`src/rtl/player_hit_detector_if.sv`:
```
// Signal bundle between the object drawers / game control and the player hit detector.
interface player_hit_detector_if;
    logic       startOfFrame;
    logic       playGame;
    logic       playerDrawingRequest;
    logic       alienShotDrawingRequest;
    logic       alienDrawingRequest;
    logic       playerHit;
    logic       shotClear;
    logic [2:0] livesLeft;
    logic       inGrace;
    logic       gameOver;

    modport master (
        output startOfFrame, playGame, playerDrawingRequest,
               alienShotDrawingRequest, alienDrawingRequest,
        input  playerHit, shotClear, livesLeft, inGrace, gameOver
    );

    modport slave (
        input  startOfFrame, playGame, playerDrawingRequest,
               alienShotDrawingRequest, alienDrawingRequest,
        output playerHit, shotClear, livesLeft, inGrace, gameOver
    );
endinterface

```
`src/rtl/player_hit_detector.sv`:
```
// Latches player collisions over a frame and resolves them at startOfFrame into
// hit pulses, a lives count, a post-hit grace window and a sticky game-over flag.
module player_hit_detector #(
    parameter int INIT_LIVES   = 3,
    parameter int GRACE_FRAMES = 120
) (
    input logic                  clk,
    input logic                  resetN,
    player_hit_detector_if.slave bus
);
    typedef enum logic [1:0] {IDLE, ACTIVE, GRACE, OVER} state_t;

    localparam logic [2:0] LIVES0 = 3'(INIT_LIVES);
    localparam logic [7:0] GRACE0 = 8'(GRACE_FRAMES);

    state_t     state;
    logic       shot_flag, inv_flag;
    logic [7:0] grace_cnt;
    logic       hit_q, grace_q, over_q;
    logic [2:0] lives;
    logic       shot_now, inv_now;

    assign shot_now = bus.playerDrawingRequest & bus.alienShotDrawingRequest;
    assign inv_now  = bus.playerDrawingRequest & bus.alienDrawingRequest;

    always_ff @(posedge clk or negedge resetN) begin
        if (!resetN) begin
            state     <= IDLE;
            shot_flag <= 1'b0;
            inv_flag  <= 1'b0;
            grace_cnt <= 8'd0;
            hit_q     <= 1'b0;
            grace_q   <= 1'b0;
            over_q    <= 1'b0;
            lives     <= LIVES0;
        end else if (!bus.playGame) begin
            state     <= IDLE;
            shot_flag <= 1'b0;
            inv_flag  <= 1'b0;
            grace_cnt <= 8'd0;
            hit_q     <= 1'b0;
            grace_q   <= 1'b0;
            over_q    <= 1'b0;
            lives     <= LIVES0;
        end else begin
            hit_q <= 1'b0;
            case (state)
                IDLE: begin
                    state     <= ACTIVE;
                    shot_flag <= 1'b0;
                    inv_flag  <= 1'b0;
                end
                ACTIVE, GRACE: begin
                    if (bus.startOfFrame) begin
                        // Old flags are resolved; this cycle's overlap seeds the new frame.
                        shot_flag <= shot_now;
                        inv_flag  <= inv_now;
                        if (inv_flag) begin
                            state     <= OVER;
                            over_q    <= 1'b1;
                            grace_q   <= 1'b0;
                            grace_cnt <= 8'd0;
                        end else if (state == GRACE) begin
                            if (grace_cnt <= 8'd1) begin
                                state     <= ACTIVE;
                                grace_q   <= 1'b0;
                                grace_cnt <= 8'd0;
                            end else begin
                                grace_cnt <= grace_cnt - 8'd1;
                            end
                        end else if (shot_flag && lives != 3'd0) begin
                            hit_q <= 1'b1;
                            lives <= lives - 3'd1;
                            if (lives == 3'd1) begin
                                state  <= OVER;
                                over_q <= 1'b1;
                            end else begin
                                state     <= GRACE;
                                grace_q   <= 1'b1;
                                grace_cnt <= GRACE0;
                            end
                        end
                    end else begin
                        shot_flag <= shot_flag | shot_now;
                        inv_flag  <= inv_flag | inv_now;
                    end
                end
                OVER: begin
                    shot_flag <= 1'b0;
                    inv_flag  <= 1'b0;
                end
            endcase
        end
    end

    assign bus.playerHit = hit_q;
    assign bus.shotClear = hit_q;
    assign bus.livesLeft = lives;
    assign bus.inGrace   = grace_q;
    assign bus.gameOver  = over_q;
endmodule

```
`src/flat_wrapper.sv`:
```
// flat-port wrapper written by rule: the top's interface ports become plain ports
module player_hit_detector_flat 
#(
    parameter int INIT_LIVES   = 3,
    parameter int GRACE_FRAMES = 120
)
  (clk, resetN, bus_startOfFrame, bus_playGame, bus_playerDrawingRequest, bus_alienShotDrawingRequest, bus_alienDrawingRequest, bus_playerHit, bus_shotClear, bus_livesLeft, bus_inGrace, bus_gameOver);
  player_hit_detector_if bus_i ();
  input logic clk;
  input logic resetN;
  input wire logic [$bits(bus_i.startOfFrame)-1:0] bus_startOfFrame;
  input wire logic [$bits(bus_i.playGame)-1:0] bus_playGame;
  input wire logic [$bits(bus_i.playerDrawingRequest)-1:0] bus_playerDrawingRequest;
  input wire logic [$bits(bus_i.alienShotDrawingRequest)-1:0] bus_alienShotDrawingRequest;
  input wire logic [$bits(bus_i.alienDrawingRequest)-1:0] bus_alienDrawingRequest;
  output wire logic [$bits(bus_i.playerHit)-1:0] bus_playerHit;
  output wire logic [$bits(bus_i.shotClear)-1:0] bus_shotClear;
  output wire logic [$bits(bus_i.livesLeft)-1:0] bus_livesLeft;
  output wire logic [$bits(bus_i.inGrace)-1:0] bus_inGrace;
  output wire logic [$bits(bus_i.gameOver)-1:0] bus_gameOver;
  assign bus_i.startOfFrame = bus_startOfFrame;
  assign bus_i.playGame = bus_playGame;
  assign bus_i.playerDrawingRequest = bus_playerDrawingRequest;
  assign bus_i.alienShotDrawingRequest = bus_alienShotDrawingRequest;
  assign bus_i.alienDrawingRequest = bus_alienDrawingRequest;
  assign bus_playerHit = bus_i.playerHit;
  assign bus_shotClear = bus_i.shotClear;
  assign bus_livesLeft = bus_i.livesLeft;
  assign bus_inGrace = bus_i.inGrace;
  assign bus_gameOver = bus_i.gameOver;
  player_hit_detector #(.INIT_LIVES(INIT_LIVES), .GRACE_FRAMES(GRACE_FRAMES)) u_core (.clk(clk), .resetN(resetN), .bus(bus_i));
endmodule
```
`config.mk`:
```
export PLATFORM = sky130hd
export DESIGN_NAME = player_hit_detector_flat
export DESIGN_NICKNAME = d
export VERILOG_FILES = /design/src/rtl/player_hit_detector_if.sv /design/src/rtl/player_hit_detector.sv /design/src/flat_wrapper.sv
export SDC_FILE = /design/constraint.sdc
export NUM_CORES = 1
export LEC_CHECK = 0
export BUFFER_PORTS_ARGS = -buffer_cell sky130_fd_sc_hd__clkbuf_2
export CAP_MARGIN = 0
export CELL_PAD_IN_SITES_DETAIL_PLACEMENT = 1
export CELL_PAD_IN_SITES_GLOBAL_PLACEMENT = 1
export CORE_MARGIN = 10
export CORE_UTILIZATION = 25
export DETAILED_ROUTE_END_ITERATION = 16
export HOLD_SLACK_MARGIN = 0.06
export PLACE_DENSITY_LB_ADDON = 0.1
export SYNTH_ARGS = -nofsm -noshare
export SYNTH_HDL_FRONTEND = slang
export SYNTH_SLANG_ARGS = --single-unit
```
`constraint.sdc`:
```
create_clock -name clk -period 2.7 [get_ports clk]
set_input_delay 0 -clock clk [delete_from_list [all_inputs] [get_ports clk]]
set_output_delay 0 -clock clk [all_outputs]
set_load 0.1 [all_outputs]
```
==> flow_metrics.tcl, run 1 <==
set metrics [dict create \
    globalplace.congestion 0.734 \
    worstPathArrival_ns 2.37 \
    max_freq_mhz 461 \
    drt_pass1_iterations 4 \
    syn_inst 119 \
    cts-root-buf "clkbuf_8" \
    powerDensity_mw_per_mm2 621 \
    ys.flop_type "dfrtp_1" \
    slew_violations 0 \
    dr_total_vias 962 \
    p_comb_share_pct 36.0 \
    cts_tree "done" \
    max_slew.worst_pin.slew_ns 0.535 \
    hold_violations 0 \
    fin_skew_ns 0.00169 \
    crit_type "reg2reg" \
    crit_start "u_core.bus.livesLeft[0]$_DFFE_PN1P_" \
    dieArea_mm2 0.00763 \
    rows 24 \
    clock_sinks 18 \
    cp-start-kind "flip-flop" \
    critPathCaptureType "flip-flop" \
    p_sw_mw 0.301 \
    dp_hpwl_um 2210 \
    syn-cell-area_mm2 0.00113 \
    drive_gt1_share_pct 22.5 \
    yosysSeqAreaShare_pct 39.9 \
    status "completed" \
    hp-start "bus_startOfFrame" \
    drc 0 \
    grt_max_degree 19 \
    period_minus_slack_ns 2.17 \
    pwr-share-seq_pct 37.1 \
    nets 154 \
    hp-class "in2reg" \
    grtUsageMet1_pct 9.90 \
    maxCapViolCount 0 \
    synth_edf_count 0 \
    p_leak_nw 0.682 \
    antenna_left 0 \
    die_y_um 87.4 \
    grt_use_total_pct 8.48 \
    period_share_pct 80.3 \
    p_int_mw 0.547 \
    start_util_pct 25.9 \
    die_x_um 87.4 \
    grt.met3_usage_pct 2.15 \
    dp.cells 180 \
    critPathMaxFanout 4 \
    grt_pass1_wl_um 5200 \
    antenna_found_initial 0 \
    wirelength_um 2940 \
    cts_resized 0 \
    use_met2_pct 14.5 \
    grt_overflow_total 0 \
    rsz0062_at_grt "no" \
    postLayoutCoreUtil_pct 31.1 \
    detail_route.iter0.violations 21 \
    via_per_inst 5.06 \
    required_ns 2.90 \
    power_mw 0.847 \
    wire_per_inst_um 15.5 \
    grt_pass1_vias 1084 \
    syn-num-nets 134 \
    gr-max-usage-layer "met2" \
    max-clock-path-buffers 2 \
    portBuffers 13 \
    setup_violations 0 \
    syn_to_final_growth_pct 20.2 \
    n_antenna_cell 0 \
    max_slew_margin_pct 63.8 \
    cts_made_buffers 3 \
    async_reset_ff_share_pct 100 \
    final_cells 190 \
    post_cts_buffers 0 \
    clk_latency_ns 0.26 \
    syn_avg_cell_area_um2 9.54 \
    h-tree-depth 1 \
    p_clk_share_pct 26.9 \
    core_area_mm2 0.00438 \
    ys_ff_latch 18 \
    ioPinCount 14 \
    ir_drop_mv 0.178 \
    swShare_pct 35.5 \
    yosys_warnings 0 \
    rr_startpoint "u_core.bus.livesLeft[0]$_DFFE_PN1P_" \
    worst_hold_slack_ns 0.174 \
    yosysUniqueCellTypes 44 \
    path_clk_slew_ns 0.07 \
    fin_tns_setup_ns 0 \
]
-- per-stage QoR --
step / worst slack (ns) / cell area (um^2)
2_1_floorplan: 0.219 / 1130
3_3_place_gp: 0.567 / 1250
3_5_place_dp: 0.550 / 1250
4_1_cts: 0.529 / 1360
5_1_grt: 0.391 / 1360
6_report: 0.531 / 1360
-- cell type report --
| class | instances | area (um^2) |
|---|---|---|
| Multi-Input combinational cell | 87 | 624 |
| Fill cell | 525 | 3020 |
| Clock buffer | 4 | 55.1 |
| Inverter | 9 | 33.8 |
| Timing Repair Buffer | 20 | 133 |
| Sequential cell | 18 | 453 |
| Tap cell | 52 | 65.1 |
-- repair_timing --
action	in CTS	in global routing
hold endpoints to repair	21	0
endpoints found under the setup margin	0	0
hold buffers	6	0
-- cells in the final DEF, fill, tap and decap left out, types with 2 or more instances in the layout --
| cell | count |
|---|---|
| dfrtp_1 | 16 |
| clkbuf_2 | 13 |
| nand2_1 | 11 |
| inv_1 | 9 |
| ha_1 | 8 |
| nand3_1 | 7 |
| a21oi_1 | 6 |
| dlygate4sd3_1 | 6 |
| nor2_1 | 5 |
| or3_1 | 5 |
| o21ai_0 | 4 |
| clkbuf_8 | 4 |
| o31ai_1 | 3 |
| a21o_1 | 3 |
| nor4b_1 | 2 |
| a22oi_1 | 2 |
| o211ai_1 | 2 |
| nor2b_1 | 2 |
| xnor2_1 | 2 |
| mux2i_1 | 2 |
| dfstp_2 | 2 |
-- routing by layer --
layer	vias up	wire (um)
met5	-	0
met4	0	42
met1	480	1360
met2	10	1450
li1	467	-
met3	5	89
-- cells by family (layout without fill, tap and decap cells) --
kind of cell | count (synthesis) | in the layout | share of synthesized area (%)
AO/OA/AOI/OAI | 29 | 29 | 19.0
flip-flops | 18 | 18 | 39.9
buffers and inverters | 14 | 33 | 5.07
XOR/XNOR | 2 | 2 | 1.54
multiplexers | 3 | 3 | 2.76
AND/OR/NAND/NOR | 45 | 45 | 22.9
adder cells (fa/ha/maj) | 8 | 8 | 8.82
-- cells in the mapped netlist, types with 3 or more instances --
cell type  number  area, um^2
a21o_1          3        22.5
a21oi_1         6        30.0
clkbuf_1        3        11.3
dfrtp_1        16         400
ha_1            8         100
inv_1           9        33.8
nand2_1        11        41.3
nand3_1         7        35.0
nor2_1          5        18.8
o21ai_0         4        20.0
o31ai_1         3        22.5
or3_1           5        31.3
-- worst max-delay path: stages, from the launching register on --
cell and delay (ns):
dfstp_2 0.56, inv_1 0.08, ha_1 0.24, o21ba_2 0.23, or3_1 0.37, a21o_1 0.22
or3_1 0.35, nand3_1 0.07
-- registers in the layout, summed over array words and instances (netlist names) --
name	count
u_core.bus.gameOver	1
u_core.shot_flag	1
u_core.inv_flag	1
u_core.bus.livesLeft	3
u_core.bus.playerHit	1
u_core.bus.inGrace	1
u_core.grace_cnt	8
u_core.state	2
-- final timing paths --
| kind | end | slack [ns] | cells past startpoint |
|---|---|---|---|
| worst min register to register | u_core.bus.inGrace$_DFFE_PN0P_ | 0.49 | 1 |
| worst max register to register | u_core.grace_cnt[4]$_DFFE_PN0P_ | 0.53 | 7 |
| worst min-delay path | u_core.bus.gameOver$_DFFE_PN0P_ | 0.17 | 4 |
| worst max-delay path | u_core.grace_cnt[4]$_DFFE_PN0P_ | 0.53 | 7 |
| min in group asynchronous | u_core.grace_cnt[4]$_DFFE_PN0P_ | 0.23 | 2 |
| max in group asynchronous | u_core.bus.livesLeft[0]$_DFFE_PN1P_ | 2.12 | 2 |
-- power groups by stage --
stage          Combinational (mW)  Sequential, mW  Clock [mW]
4_1_cts                     0.309           0.314       0.241
3_5_place_dp                0.298           0.320           0
5_1_grt                     0.342           0.318       0.253
6_report                    0.305           0.314       0.228
3_3_place_gp                0.297           0.318           0
2_1_floorplan               0.218           0.330           0
Note: power is estimated with default switching activity, not from simulation.
==> run 2: changes to the inputs <==
==> constraint.sdc (replaced) <==
create_clock -name clk -period 1.8 [get_ports clk]
set_input_delay 0 -clock clk [delete_from_list [all_inputs] [get_ports clk]]
set_output_delay 0 -clock clk [all_outputs]
set_load 0.1 [all_outputs]
==> run 2 against run 1 <==
The run now ends with negative setup slack left. Core utilization grew 9.9 points. Sequential cell count is the same. Sequential share of layout area shrank 7.6 points. Worst hold slack lost 0.070 ns. Die area is the same. Largest power group is now combinational logic.
==> flow_metrics.tcl, run 2 (synthesized netlist as in run 1, its figures left out) <==
set metrics [dict create \
    worstRegToRegCells 7 \
    cts-root-buf "clkbuf_8" \
    powerDensity_mw_per_mm2 901 \
    cts_made_buffers 3 \
    final_common_cell "buf_4" \
    grt_use_total_pct 9.57 \
    die_x_um 87.4 \
    drc 0 \
    p_clk_share_pct 21.2 \
    max-clock-path-buffers 2 \
    rr_startpoint "u_core.bus.livesLeft[1]$_DFFE_PN1P_" \
    fillCellCount 509 \
    nets 193 \
    hold_violations 0 \
    max_freq_mhz 486 \
    fin_ws_ns -0.256 \
    globalplace.congestion 0.764 \
    dr_total_vias 1103 \
    crit_type "reg2reg" \
    pwr-share-seq_pct 28.4 \
    grt_pass1_vias 1254 \
    fin_tns_setup_ns -1.55 \
    cts_tree "done" \
    power_mw 1.62 \
    dp.cells 216 \
    h-tree-depth 1 \
    critPathMaxFanout 3 \
    grt_overflow_total 0 \
    p_comb_share_pct 50.4 \
    portBuffers 13 \
    path_clk_slew_ns 0.08 \
    ioPinCount 14 \
    required_ns 1.99 \
    place_area_mm2 0.00156 \
    drive_gt1_share_pct 51.4 \
    worstPathArrival_ns 2.25 \
    crit_start "u_core.bus.livesLeft[1]$_DFFE_PN1P_" \
    cp-start-kind "flip-flop" \
    ir_drop_mv 0.348 \
    period_minus_slack_ns 2.06 \
    antenna_found_initial 0 \
    final_cells 229 \
    postLayoutCoreUtil_pct 41.0 \
    core_area_mm2 0.00438 \
    clk_latency_ns 0.25 \
    die_y_um 87.4 \
    fin_skew_ns 0.00230 \
    rows 24 \
    wire_per_inst_um 14.6 \
    critical_path.endpoint "u_core.grace_cnt[4]$_DFFE_PN0P_" \
    multi_input_area_um2 752 \
    largest_reg_flops 8 \
    rsz0062_at_grt "yes" \
    wirelength_um 3350 \
    final_cell_mix "buf_4, dfrtp_1, clkbuf_2" \
    via_per_inst 4.82 \
    rr_endpoint "u_core.grace_cnt[4]$_DFFE_PN0P_" \
    dieArea_mm2 0.00763 \
    maxCapViolCount 0 \
    worst_hold_slack_ns 0.105 \
    pre_cts_ws_ns -0.267 \
    setup_violations 12 \
    grt_pass1_wl_um 6010 \
    antenna_left 0 \
    r2r_slack_ns -0.26 \
    ff_latch_area_um2 462 \
    hp-class "in2reg" \
    n_antenna_cell 0 \
    finalInstanceArea_mm2 0.00180 \
    violations "negative setup slack" \
    start_util_pct 25.9 \
    max_slew_margin_pct 63.6 \
    slew_violations 0 \
    detail_route.iter0.violations 26 \
    swShare_pct 35.0 \
    clock_sinks 18 \
    period_share_pct 114 \
    drt_pass1_iterations 2 \
    max_slew.worst_pin.slew_ns 0.548 \
    p_int_mw 1.05 \
    grt_max_degree 19 \
    p_sw_mw 0.567 \
    dp_hpwl_um 2610 \
    syn_to_final_growth_pct 58.5 \
    status "finished, violations left" \
    largest_register "u_core.grace_cnt" \
    critPathCaptureType "flip-flop" \
    p_leak_nw 0.901 \
]
==> run 2: changes by cell type in the layout (fill, tap and decap cells not counted), moves of 3 or more <==
| cell | change |
|---|---|
| ha_1 | -3 |
| o21ai_1 | +3 |
| buf_4 | +39 |
| o21ai_0 | -3 |
| inv_1 | -3 |
==> run 2: cell type report <==
cell class	instances	share of cell area (%)
multi-input cells	87	41.8
clock buffers	4	3.06
flip-flops and latches	18	25.7
repair buffers	59	23.7
well taps	52	3.62
inverters	9	2.16
==> run 2: repair_timing <==
| action | in CTS | in global routing |
|---|---|---|
| setup buffers | 3 | 1 |
| pin swaps | 2 | 4 |
| endpoints found under the hold margin | 20 | 0 |
| hold buffers | 5 | 0 |
| gates resized for setup | 14 | 7 |
| setup endpoints to repair | 14 | 14 |
==> run 2: critical path, cell delays in order (launching register included) <==
cell     delay (ns)
dfstp_4        0.63
inv_4          0.04
ha_4           0.15
o21ba_4        0.21
or3_4          0.34
a21o_1         0.22
or3_1          0.31
nand3_1        0.08
==> run 2: metal layers <==
| metal | vias up | global-route usage [%] | wire length [um] |
|---|---|---|---|
| met2 | 10 | 16.8 | 1710 |
| met1 | 538 | 11.5 | 1540 |
| li1 | 551 | - | - |
| met5 | - | 0 | 0 |
| met3 | 4 | 1.40 | 55 |
| met4 | 0 | 3.19 | 39 |
==> run 2: power by group through the flow <==
stage / Clock [mW] / Combinational (mW) / Sequential, mW
6_report: 0.344 / 0.817 / 0.459
5_1_grt: 0.378 / 0.895 / 0.464
4_1_cts: 0.359 / 0.722 / 0.459
3_5_place_dp: 0 / 0.670 / 0.471
3_3_place_gp: 0 / 0.665 / 0.468
2_1_floorplan: 0 / 0.338 / 0.497
==> run 2: how the worst min path moves through the flow <==
stage	start	cells after the start	slack [ns]	end
final	bus_playGame	2	0.10	u_core.bus.livesLeft[0]$_DFFE_PN1P_
after global routing	bus_playGame	2	0.13	u_core.bus.livesLeft[0]$_DFFE_PN1P_
after CTS	bus_playGame	2	0.07	u_core.bus.livesLeft[0]$_DFFE_PN1P_
after detailed placement	resetN	1	-0.003	u_core.grace_cnt[1]$_DFFE_PN0P_
after global placement	resetN	1	-0.01	u_core.grace_cnt[7]$_DFFE_PN0P_
after floorplan	resetN	0	-0.30	u_core.bus.gameOver$_DFFE_PN0P_
